### src/rtl/uart_tx_cfg.sv
// Configurable UART transmitter: DATA_BITS data bits sent LSB first, optional even/odd
// parity, and 1 or 2 stop bits. Bit timing comes from an oversampled baud tick.
module uart_tx_cfg #(
  parameter int DATA_BITS  = 8,
  parameter int OVERSAMPLE = 16
) (
  input  logic                 clk,
  input  logic                 rst,
  input  logic                 baud_sample_tick,
  input  logic                 tx_start,
  input  logic [DATA_BITS-1:0] byte_to_send,
  input  logic [1:0]           parity_mode,
  input  logic                 two_stop,
  output logic                 tx,
  output logic                 tx_busy,
  output logic                 tx_done,
  output logic [2:0]           state_dbg
);

  localparam int TW = $clog2(OVERSAMPLE);
  localparam int BW = $clog2(DATA_BITS + 1);
  localparam logic [TW-1:0] TICK_LAST = TW'(OVERSAMPLE - 1);
  localparam logic [BW-1:0] BIT_LAST  = BW'(DATA_BITS - 1);

  typedef enum logic [2:0] {IDLE, START, DATA, PARITY, STOP} state_t;

  // Handshake: a request is accepted on any clk edge where tx_start=1 and the
  // transmitter is idle; tx_busy covers acceptance through the final stop bit,
  // and tx_done pulses for one cycle on the same edge tx_busy falls.

  state_t                 state, state_n;
  logic [TW-1:0]          tick_cnt, tick_n;
  logic [BW-1:0]          bit_cnt, bit_n;
  logic [DATA_BITS-1:0]   shift_reg, shift_n;
  logic [DATA_BITS-1:0]   data_q, data_n;
  logic [1:0]             pmode_q, pmode_n;
  logic                   two_stop_q, two_stop_n;
  logic                   tx_q, tx_n;
  logic                   busy_q, busy_n;
  logic                   done_q, done_n;

  logic bit_end;
  logic par_en;
  logic par_bit;

  assign bit_end = baud_sample_tick && (tick_cnt == TICK_LAST);
  assign par_en  = (pmode_q == 2'b01) || (pmode_q == 2'b10);
  // Parity comes from the latched word because shift_reg is consumed during DATA.
  assign par_bit = (pmode_q == 2'b10) ? ~(^data_q) : (^data_q);

  always_ff @(posedge clk or negedge rst) begin
    if (!rst) begin
      state      <= IDLE;
      tick_cnt   <= '0;
      bit_cnt    <= '0;
      shift_reg  <= '0;
      data_q     <= '0;
      pmode_q    <= 2'b00;
      two_stop_q <= 1'b0;
      tx_q       <= 1'b1;
      busy_q     <= 1'b0;
      done_q     <= 1'b0;
    end else begin
      state      <= state_n;
      tick_cnt   <= tick_n;
      bit_cnt    <= bit_n;
      shift_reg  <= shift_n;
      data_q     <= data_n;
      pmode_q    <= pmode_n;
      two_stop_q <= two_stop_n;
      tx_q       <= tx_n;
      busy_q     <= busy_n;
      done_q     <= done_n;
    end
  end

  always_comb begin
    state_n    = state;
    tick_n     = tick_cnt;
    bit_n      = bit_cnt;
    shift_n    = shift_reg;
    data_n     = data_q;
    pmode_n    = pmode_q;
    two_stop_n = two_stop_q;
    tx_n       = tx_q;
    busy_n     = busy_q;
    done_n     = 1'b0;

    if (state != IDLE && baud_sample_tick) begin
      tick_n = bit_end ? '0 : tick_cnt + TW'(1);
    end

    // tx_n is the value the line will hold during the next bit, so tx stays a flop.
    case (state)
      IDLE: begin
        tx_n   = 1'b1;
        busy_n = 1'b0;
        if (tx_start) begin
          data_n     = byte_to_send;
          shift_n    = byte_to_send;
          pmode_n    = parity_mode;
          two_stop_n = two_stop;
          state_n    = START;
          tx_n       = 1'b0;
          busy_n     = 1'b1;
          tick_n     = '0;
          bit_n      = '0;
        end
      end
      START: begin
        if (bit_end) begin
          state_n = DATA;
          tx_n    = shift_reg[0];
        end
      end
      DATA: begin
        if (bit_end) begin
          shift_n = shift_reg >> 1;
          if (bit_cnt == BIT_LAST) begin
            bit_n = '0;
            if (par_en) begin
              state_n = PARITY;
              tx_n    = par_bit;
            end else begin
              state_n = STOP;
              tx_n    = 1'b1;
            end
          end else begin
            bit_n = bit_cnt + BW'(1);
            tx_n  = shift_reg[1];
          end
        end
      end
      PARITY: begin
        if (bit_end) begin
          state_n = STOP;
          tx_n    = 1'b1;
        end
      end
      STOP: begin
        if (bit_end) begin
          // bit_cnt marks that the first of two stop bits has already gone out.
          if (two_stop_q && bit_cnt == '0) begin
            bit_n = BW'(1);
          end else begin
            state_n = IDLE;
            bit_n   = '0;
            busy_n  = 1'b0;
            done_n  = 1'b1;
          end
        end
      end
      default: begin
        state_n = IDLE;
        tx_n    = 1'b1;
        busy_n  = 1'b0;
      end
    endcase
  end

  assign tx        = tx_q;
  assign tx_busy   = busy_q;
  assign tx_done   = done_q;
  assign state_dbg = state;

endmodule

### config.mk
export PLATFORM = sky130hd
export DESIGN_NAME = uart_tx_cfg
export DESIGN_NICKNAME = d
export VERILOG_FILES = /design/src/rtl/uart_tx_cfg.sv
export SDC_FILE = /design/constraint.sdc
export NUM_CORES = 1
export LEC_CHECK = 0
export BUFFER_PORTS_ARGS = -buffer_cell sky130_fd_sc_hd__buf_2
export CAP_MARGIN = 20
export CORE_MARGIN = 3
export CORE_UTILIZATION = 25
export CTS_BUF_LIST = sky130_fd_sc_hd__clkbuf_16
export CTS_CLUSTER_SIZE = 24
export DETAILED_ROUTE_END_ITERATION = 10
export GPL_ROUTABILITY_DRIVEN = 1
export SLEW_MARGIN = 5
export SYNTH_ARGS = -nofsm -noshare
export SYNTH_HDL_FRONTEND = slang
export SYNTH_SLANG_ARGS = --single-unit
### constraint.sdc
create_clock -name clk -period 1.7 [get_ports clk]
set_input_delay 0.085 -clock clk [delete_from_list [all_inputs] [get_ports clk]]
set_output_delay 0.085 -clock clk [all_outputs]
set_load 0.05 [all_outputs]
---- Word level (Yosys, flattened, before mapping) ----
Cells that the tools add are included.
cells by class
  add/sub/neg operators ................... 2
  bitwise operators ....................... 3
  reductions and logical operators ........ 17
  mux-type cells .......................... 37
  equal/unequal tests ..................... 15
operators with widths
  cell                                                                    count
  4-bit two-way mux                                                       8
  3-bit two-way mux                                                       8
  8-bit two-way mux                                                       2
  8-bit case mux with 2 select lines                                      1
  3-bit case mux with 5 select lines                                      1
  1-bit two-way mux                                                       14
  2-bit inequality test (second input constant)                           7
  4-bit case mux with 3 select lines                                      1
  4-bit by 1-bit adder with 4-bit output (second input constant)          2
  4-bit AND reduction                                                     2
  8-bit parity                                                            1
  7-bit AND reduction                                                     1
  3-bit by 2-bit equality test with 1-bit output (second input constant)  2
  3-bit AND reduction                                                     2
  3-bit nonzero test                                                      2
  1-bit case mux with 5 select lines                                      1
  4-bit by 3-bit equality test with 1-bit output (second input constant)  1
  4-bit equality test (second input constant)                             1
  4-bit zero test                                                         1
  3-bit by 1-bit equality test with 1-bit output (second input constant)  1
  3-bit equality test (second input constant)                             1
  1-bit logical AND                                                       3
  3-bit zero test                                                         1
  1-bit NOT                                                               3
  other kinds (7)                                                         7
word-level totals
  output and inout port bits .............. 6
  register bits ........................... 33

---- Logic depth before layout (Yosys ltp) ----
Gate-level depths: netlist of the first run.
  word-level depth ........................ 7
  gate-level depth with buffers ........... 6
  mapped depth without buffers ............ 6

---- Worst setup path before layout of the first run ----
No wires, ideal clock.
  path kind ............................... register to register
  start point ............................. register state[0], in the netlist state_dbg[0]
  end point ............................... register data_q[0]
  library setup time ...................... 125 ps
  path buffers ............................ 2
  path slack .............................. -227 ps
  clock period less this slack ............ 1927 ps
  cell stages (with the launch flop) ...... 5
  arrival time ............................ 1802 ps
  path through ............................ dfrtp_1 buf_2 nor4b_4 buf_2 mux2_2
on the way
  cells in the longest elaborated chain, start to end .. 2
RTL lines
  item                           line  text
  start, declared                31    state_t state, state_n;
  start signal, assigned         64    state <= state_n;
  3-bit zero test                94    case (state)
  2-bit AND reduction (no line)  n/a
  end signal, assigned           68    data_q <= data_n;
  end, declared                  35    logic [DATA_BITS-1:0] data_q, data_n;
Every way passes these cells.
A chain may end at the register's enable or synchronous reset.

---- Worst setup path after layout of the first run ----
  start point ............................. register bit_cnt[0]
  end point ............................... register state[2], in the netlist state_dbg[2]
on the way
  cells in the longest elaborated chain, start to end .. 4
RTL lines
  item                             line  text
  start, declared                  33    logic [BW-1:0] bit_cnt, bit_n;
  start signal, assigned           66    bit_cnt <= bit_n;
  4-bit zero test                  143   if (two_stop_q && bit_cnt == '0) begin
  1-bit logical AND                143
  2-bit inequality test (no line)  n/a
  7-bit AND reduction (no line) *  n/a
Mark *: on every way between the ends. The rest lies on a longest branch, timed or not.

==> results.json, run 1 <==
{
  "synth_cell_types": 52,
  "vias_per_cell": 4.66,
  "slew_violations": 0,
  "placed_area_mm2": 0.00221,
  "grt_max_degree": 16,
  "finalHoldViolations": 0,
  "post-route-min-period_ns": 1.68,
  "totalWireLength_um": 4230,
  "cts_buffers": 5,
  "worstHoldStart": "parity_mode[0]",
  "synth_edf_count": 0,
  "min_path_type": "primary input to register",
  "syn_area_per_cell_um2": 11.2,
  "fillers": 708,
  "seqPwrFrac": 0.295,
  "max_stage_delay_ns": 0.39,
  "firstDrtPassIters": 5,
  "critPathKind": "register to register",
  "reg2regPathDepth": 6,
  "cp_top_family": "compound AO/OA/AOI/OAI gates",
  "clock_sinks": 33,
  "crit_path_start_kind": "register",
  "p_leak_nw": 1.10,
  "grt_usage": 0.102,
  "clk_path_buf_depth": 2,
  "ys_seq_area_frac": 0.458,
  "synthToLayoutAreaGrowth_pct": 36.8,
  "core_area_mm2": 0.00691,
  "grt-ovfl-total": 0,
  "synthCells": 161,
  "whs_ns": 0.0302,
  "powerDensity_mw_per_mm2": 1940,
  "drcViolationCount": 0,
  "max_freq_mhz": 594,
  "grt_pass1_vias": 1365,
  "synth.largest_area_cell": "dfrtp_1",
  "worstReg2RegEnd": "state_dbg[2]",
  "outcome": "complete, no violations",
  "drv_cap": 0,
  "clkLatencyLatePin_ns": 0.28,
  "async_flop_share": 1.00,
  "antenna_found_initial": 0,
  "die_area_mm2": 0.00828,
  "cts_root_buf": "clkbuf_16",
  "crit_path_end": "state_dbg[2]",
  "fin_nets": 226,
  "netlist_area_mm2": 0.00181,
  "io_pins": 21,
  "ys_seq_elements": 33,
  "cp.arrival_ns": 1.85,
  "rsz0062_at_grt": "true",
  "crit_slowest_cell": "dfrtp_1",
  "gp_congestion": 0.774,
  "ys_warn_count": 0,
  "drt_iter0_markers": 69,
  "finalCritPeriodShare": 0.990,
  "fin_skew_ns": 0.00334,
  "cts_tree": "built",
  "syn-num-nets": 180,
  "clkTransAtPathRegs_ns": 0.05,
  "ctsHtreeMaxLevel": 2,
  "p_sw_mw": 1.78,
  "crit_path_max_fanout": 3,
  "drive_gt1_frac": 0.399,
  "p_total_mw": 4.78,
  "synth_area_leaders": "dfrtp_1 (44%), mux2_2 (5.6%), mux2i_1 (5.5%)",
  "synthFlopType": "dfrtp_1",
  "dp_hpwl_um": 2900,
  "fin_tns_setup_ns": 0,
  "vias": 1416,
  "antenna_left": 0,
  "io_buffers": 20,
  "cp.required_ns": 1.87,
  "regToRegSetupSlack_ns": 0.02,
  "synth_top_area_share": 0.443,
  "startpoint": "bit_cnt[0]",
  "crit_path_end_kind": "register",
  "setup_violations": 0,
  "comb_power_share": 0.524,
  "cp_cell_sequence": "ha_2 -> nand3b_1 -> a221oi_2 -> nand2_2 -> buf_4 -> o41ai_4",
  "rr_startpoint": "bit_cnt[0]",
  "final_cell_area_mm2": 0.00247,
  "wl_per_cell_um": 13.9,
  "final_util": 0.358,
  "grt_pass1_wl_um": 6760,
  "die_y_um": 91.0,
  "diodes": 0,
  "die_w_um": 91.0,
  "cp_num_buf_inv": 1,
  "rows": 30,
  "path_depth": 6,
  "multiInputGateArea_um2": 968,
  "p_sw_frac": 0.373,
  "seq_area_um2": 831,
  "initial_core_util": 0.262,
  "internal-power_mw": 3.00,
  "peakVddDrop_mv": 0.942,
  "clkPwrFrac": 0.180,
  "tightest_slew_ns": 0.364,
  "relSlewSlack": 0.755
}
==> final cells by class <==
type,count,share of cell area
clock inverter,3,0.00506
multi-input combinational,112,0.392
sequential,33,0.336
inverter,7,0.0106
timing repair buffer,48,0.157
clock buffer,5,0.0506
tap,96,0.0486
==> worst min-delay path: cells and delay by family <==
kind | cells | cell delay (ns)
AO/OA/AOI/OAI | 1 | 0.06
AND/OR/NAND/NOR | 1 | 0.04
buffers and inverters | 1 | 0.08
==> power groups by stage <==
| stage | Sequential [mW] | Clock (mW) | Combinational, mW |
|---|---|---|---|
| CTS | 1.41 | 0.882 | 2.34 |
| global route | 1.46 | 0.926 | 2.71 |
| global placement | 1.41 | 0 | 2.28 |
| floorplan | 1.49 | 0 | 1.58 |
| finish | 1.41 | 0.863 | 2.51 |
| detailed placement | 1.43 | 0 | 2.30 |
==> per-layer routing <==
metal	track usage	wire [um]	up-vias	part of all wire
met5	0	0	-	0
met2	0.151	1980	33	0.47
met4	0.0302	66	0	0.016
met3	0.0331	158	14	0.037
li1	-	-	678	-
met1	0.142	2030	691	0.48
==> cells in the final DEF (no fill, tap or decap), types with 2 or more instances in the layout <==
| master | n |
|---|---|
| o21ai_0 | 5 |
| or3_1 | 2 |
| clkinv_1 | 2 |
| dfrtp_1 | 29 |
| nor3b_4 | 2 |
| buf_12 | 4 |
| dfrtp_2 | 3 |
| inv_1 | 6 |
| a32o_1 | 2 |
| buf_4 | 20 |
| nor2_1 | 11 |
| xnor2_1 | 2 |
| xnor3_1 | 2 |
| o21ai_1 | 2 |
| mux2_2 | 5 |
| a32oi_1 | 2 |
| xor2_1 | 2 |
| mux2i_1 | 10 |
| buf_2 | 20 |
| a21oi_1 | 10 |
| nand2_1 | 5 |
| buf_6 | 2 |
| nand2b_1 | 3 |
| nor3_1 | 2 |
| ha_2 | 2 |
| nand3_1 | 5 |
| clkbuf_16 | 6 |
| nor2b_1 | 3 |
| nor3b_1 | 2 |
| mux2_4 | 5 |
| ha_1 | 2 |
==> cells by family (layout without fill, tap and decap cells) <==
kind of cell             after synthesis  count (layout)  synth area share
multiplexers                          20              20             0.120
buffers and inverters                 16              63            0.0464
adder cells (fa/ha/maj)                4               4            0.0277
XOR/XNOR                               6               6            0.0443
flip-flops                            33              33             0.458
AND/OR/NAND/NOR                       46              46             0.161
AO/OA/AOI/OAI                         36              36             0.143
==> cell usage after synthesis (4+ instances only) <==
cell type	n
nand3_1	5
o21ai_0	7
ha_1	4
nor2_1	11
a21oi_1	10
inv_1	7
mux2_2	9
mux2i_1	10
dfrtp_1	32
buf_2	4
nand2_1	5
==> how the worst min path moves through the flow <==
stage / endpoint / slack, ns / cells after the start
after floorplan: bit_cnt[0] / -0.21 / 0
after global placement: tx_done / -0.02 / 1
after detailed placement: tx_done / -0.02 / 1
after CTS: data_q[7] / 0.03 / 3
after global routing: data_q[7] / 0.04 / 3
final: pmode_q[0] / 0.03 / 3
==> through the flow <==
step	worst slack, ns	cells
6_report	0.0168	304
5_1_grt	-0.0434	304
4_1_cts	0.00495	298
3_5_place_dp	0.00518	289
3_3_place_gp	0.0224	289
2_1_floorplan	-0.0148	161
==> repair_timing <==
| action | 4_1_cts | 5_1_grt |
|---|---|---|
| pin swaps | 2 | 4 |
| resized for setup | 1 | 11 |
| gates cloned | 0 | 1 |
| setup buffers | 0 | 5 |
| setup endpoints to repair | 2 | 15 |
| hold endpoints to repair | 17 | 0 |
| hold buffers | 1 | 0 |
Note: power is estimated with default switching activity, not from simulation.
==> inputs of run 2 (changes only) <==
Settings changed: ABC_CLOCK_PERIOD_IN_PS from default to 1700, REMOVE_ABC_BUFFERS from default to 1.
==> results.json, run 2 (same netlist as run 1, synthesis figures left out) <==
{
  "grt_usage": 0.0995,
  "antenna_found_initial": 0,
  "clkPwrFrac": 0.184,
  "crit_path_start_kind": "register",
  "comb_power_share": 0.524,
  "max_freq_mhz": 572,
  "final_cell_mix": "dfrtp_1 (32), buf_4 (24), buf_2 (20), nor2_1 (11)",
  "seqPwrFrac": 0.292,
  "die_y_um": 91.0,
  "final_common_cell": "dfrtp_1",
  "cp.arrival_ns": 1.90,
  "setup_violations": 2,
  "die_w_um": 91.0,
  "vias": 1379,
  "p_leak_nw": 1.08,
  "io_pins": 21,
  "critPathKind": "register to register",
  "tightest_slew_ns": 0.754,
  "io_buffers": 20,
  "fin_ws_ns": -0.0474,
  "clock_sinks": 33,
  "p_sw_mw": 1.68,
  "drv_cap": 0,
  "firstDrtPassIters": 4,
  "totalWireLength_um": 3910,
  "violations": "setup timing",
  "internal-power_mw": 2.91,
  "ctsHtreeMaxLevel": 2,
  "dp_hpwl_um": 2790,
  "rsz0062_at_grt": "true",
  "powerDensity_mw_per_mm2": 1890,
  "fin_skew_ns": 0.00651,
  "crit_path_end_kind": "register",
  "fin_nets": 229,
  "die_area_mm2": 0.00828,
  "crit_path_max_fanout": 3,
  "antenna_left": 0,
  "clkTransAtPathRegs_ns": 0.05,
  "cp.required_ns": 1.86,
  "drive_gt1_frac": 0.389,
  "vias_per_cell": 4.49,
  "min_path_type": "primary input to register",
  "final_util": 0.352,
  "grt_pass1_wl_um": 6560,
  "post-route-min-period_ns": 1.75,
  "peakVddDrop_mv": 1.24,
  "gp_congestion": 0.835,
  "finalCritPeriodShare": 1.03,
  "relSlewSlack": 0.497,
  "grt_max_degree": 34,
  "whs_ns": 0.0210,
  "cts_buffers": 5,
  "grt_pass1_vias": 1327,
  "slew_violations": 0,
  "p_sw_frac": 0.367,
  "initial_core_util": 0.262,
  "drcViolationCount": 0,
  "core_area_mm2": 0.00691,
  "cts_tree": "built",
  "clkLatencyLatePin_ns": 0.27,
  "outcome": "finished with violations",
  "rows": 30,
  "wl_per_cell_um": 12.7,
  "drt_iter0_markers": 78,
  "diodes": 0,
  "cts_root_buf": "clkbuf_16",
  "synthToLayoutAreaGrowth_pct": 34.6,
  "finalHoldViolations": 0,
  "grt-ovfl-total": 0,
  "clk_path_buf_depth": 2
}
## run 2: cell types whose count changed in the layout (fill, tap and decap cells not counted), moves of 2 or more
cell	change
buf_12	-3
buf_4	+4
nor3b_2	+2
buf_6	+3
mux2_4	-4
nor3b_4	-2
mux2_2	+4
dfrtp_1	+3
dfrtp_2	-3
## run 2: final timing paths
check,from,cells past startpoint,endpoint,slack (ns)
worst max-delay path,bit_cnt[0],8,state_dbg[0],-0.05
worst min-delay path,parity_mode[0],3,pmode_q[0],0.02
worst max register to register,bit_cnt[0],8,state_dbg[0],-0.05
worst min register to register,tx_busy,1,tx_busy,0.49
max in group asynchronous,rst,2,data_q[7],0.78
min in group asynchronous,rst,2,state_dbg[0],0.43
## run 2: metrics by stage
stage          instance area [um2]  setup slack [ns]  instances    TNS, ns  power, mW
3_5_place_dp                  2180           -0.0605        294     -0.118       3.62
5_1_grt                       2430           -0.0994        307      -1.00       4.94
3_3_place_gp                  2180           -0.0689        294    -0.0741       3.57
4_1_cts                       2340         -0.000120        303  -0.000120       4.51
6_report                      2430           -0.0474        307    -0.0710       4.60
2_1_floorplan                 1750            -0.784        152     -12.83       2.88
## run 2: what timing repair did
item	CTS	global route
hold buffers	1	0
endpoints found under the setup margin	6	14
resized for setup	5	12
setup buffers	0	4
endpoints found under the hold margin	32	0
pin swaps	0	7
## run 2: metal layers
layer  global-route usage  wire length (um)  vias to the layer above  part of all wire
met1                0.136              1830                      650              0.47
met2                0.148              1830                       45              0.47
met5                    0                 0                        -                 0
met4               0.0302                20                        0            0.0051
met3               0.0340               231                        4             0.059
li1                     -                 -                      680                 -
## run 2: power groups by stage
stage	logic, mW	registers, mW	clock network (mW)
after detailed placement	2.27	1.36	0
after global routing	2.64	1.39	0.919
final	2.41	1.34	0.844
after CTS	2.30	1.34	0.872
after global placement	2.23	1.34	0
after floorplan	1.31	1.57	0
## run 2: worst max-delay path: stages (launching register included)
cell,delay (ns)
dfrtp_1,0.39
buf_4,0.14
inv_1,0.07
ha_1,0.14
nor4bb_1,0.23
buf_4,0.19
o21ai_4,0.06
nand2_2,0.12
mux2_4,0.30
## run 2: final cells by class
| class | instances | area [um2] |
|---|---|---|
| Clock buffer | 5 | 125 |
| Clock inverter | 3 | 12.5 |
| Fill cell | 706 | 4470 |
| Inverter | 7 | 26.3 |
| Multi-Input combinational cell | 112 | 955 |
| Sequential cell | 33 | 827 |
| Tap cell | 96 | 120 |
| Timing Repair Buffer | 51 | 367 |
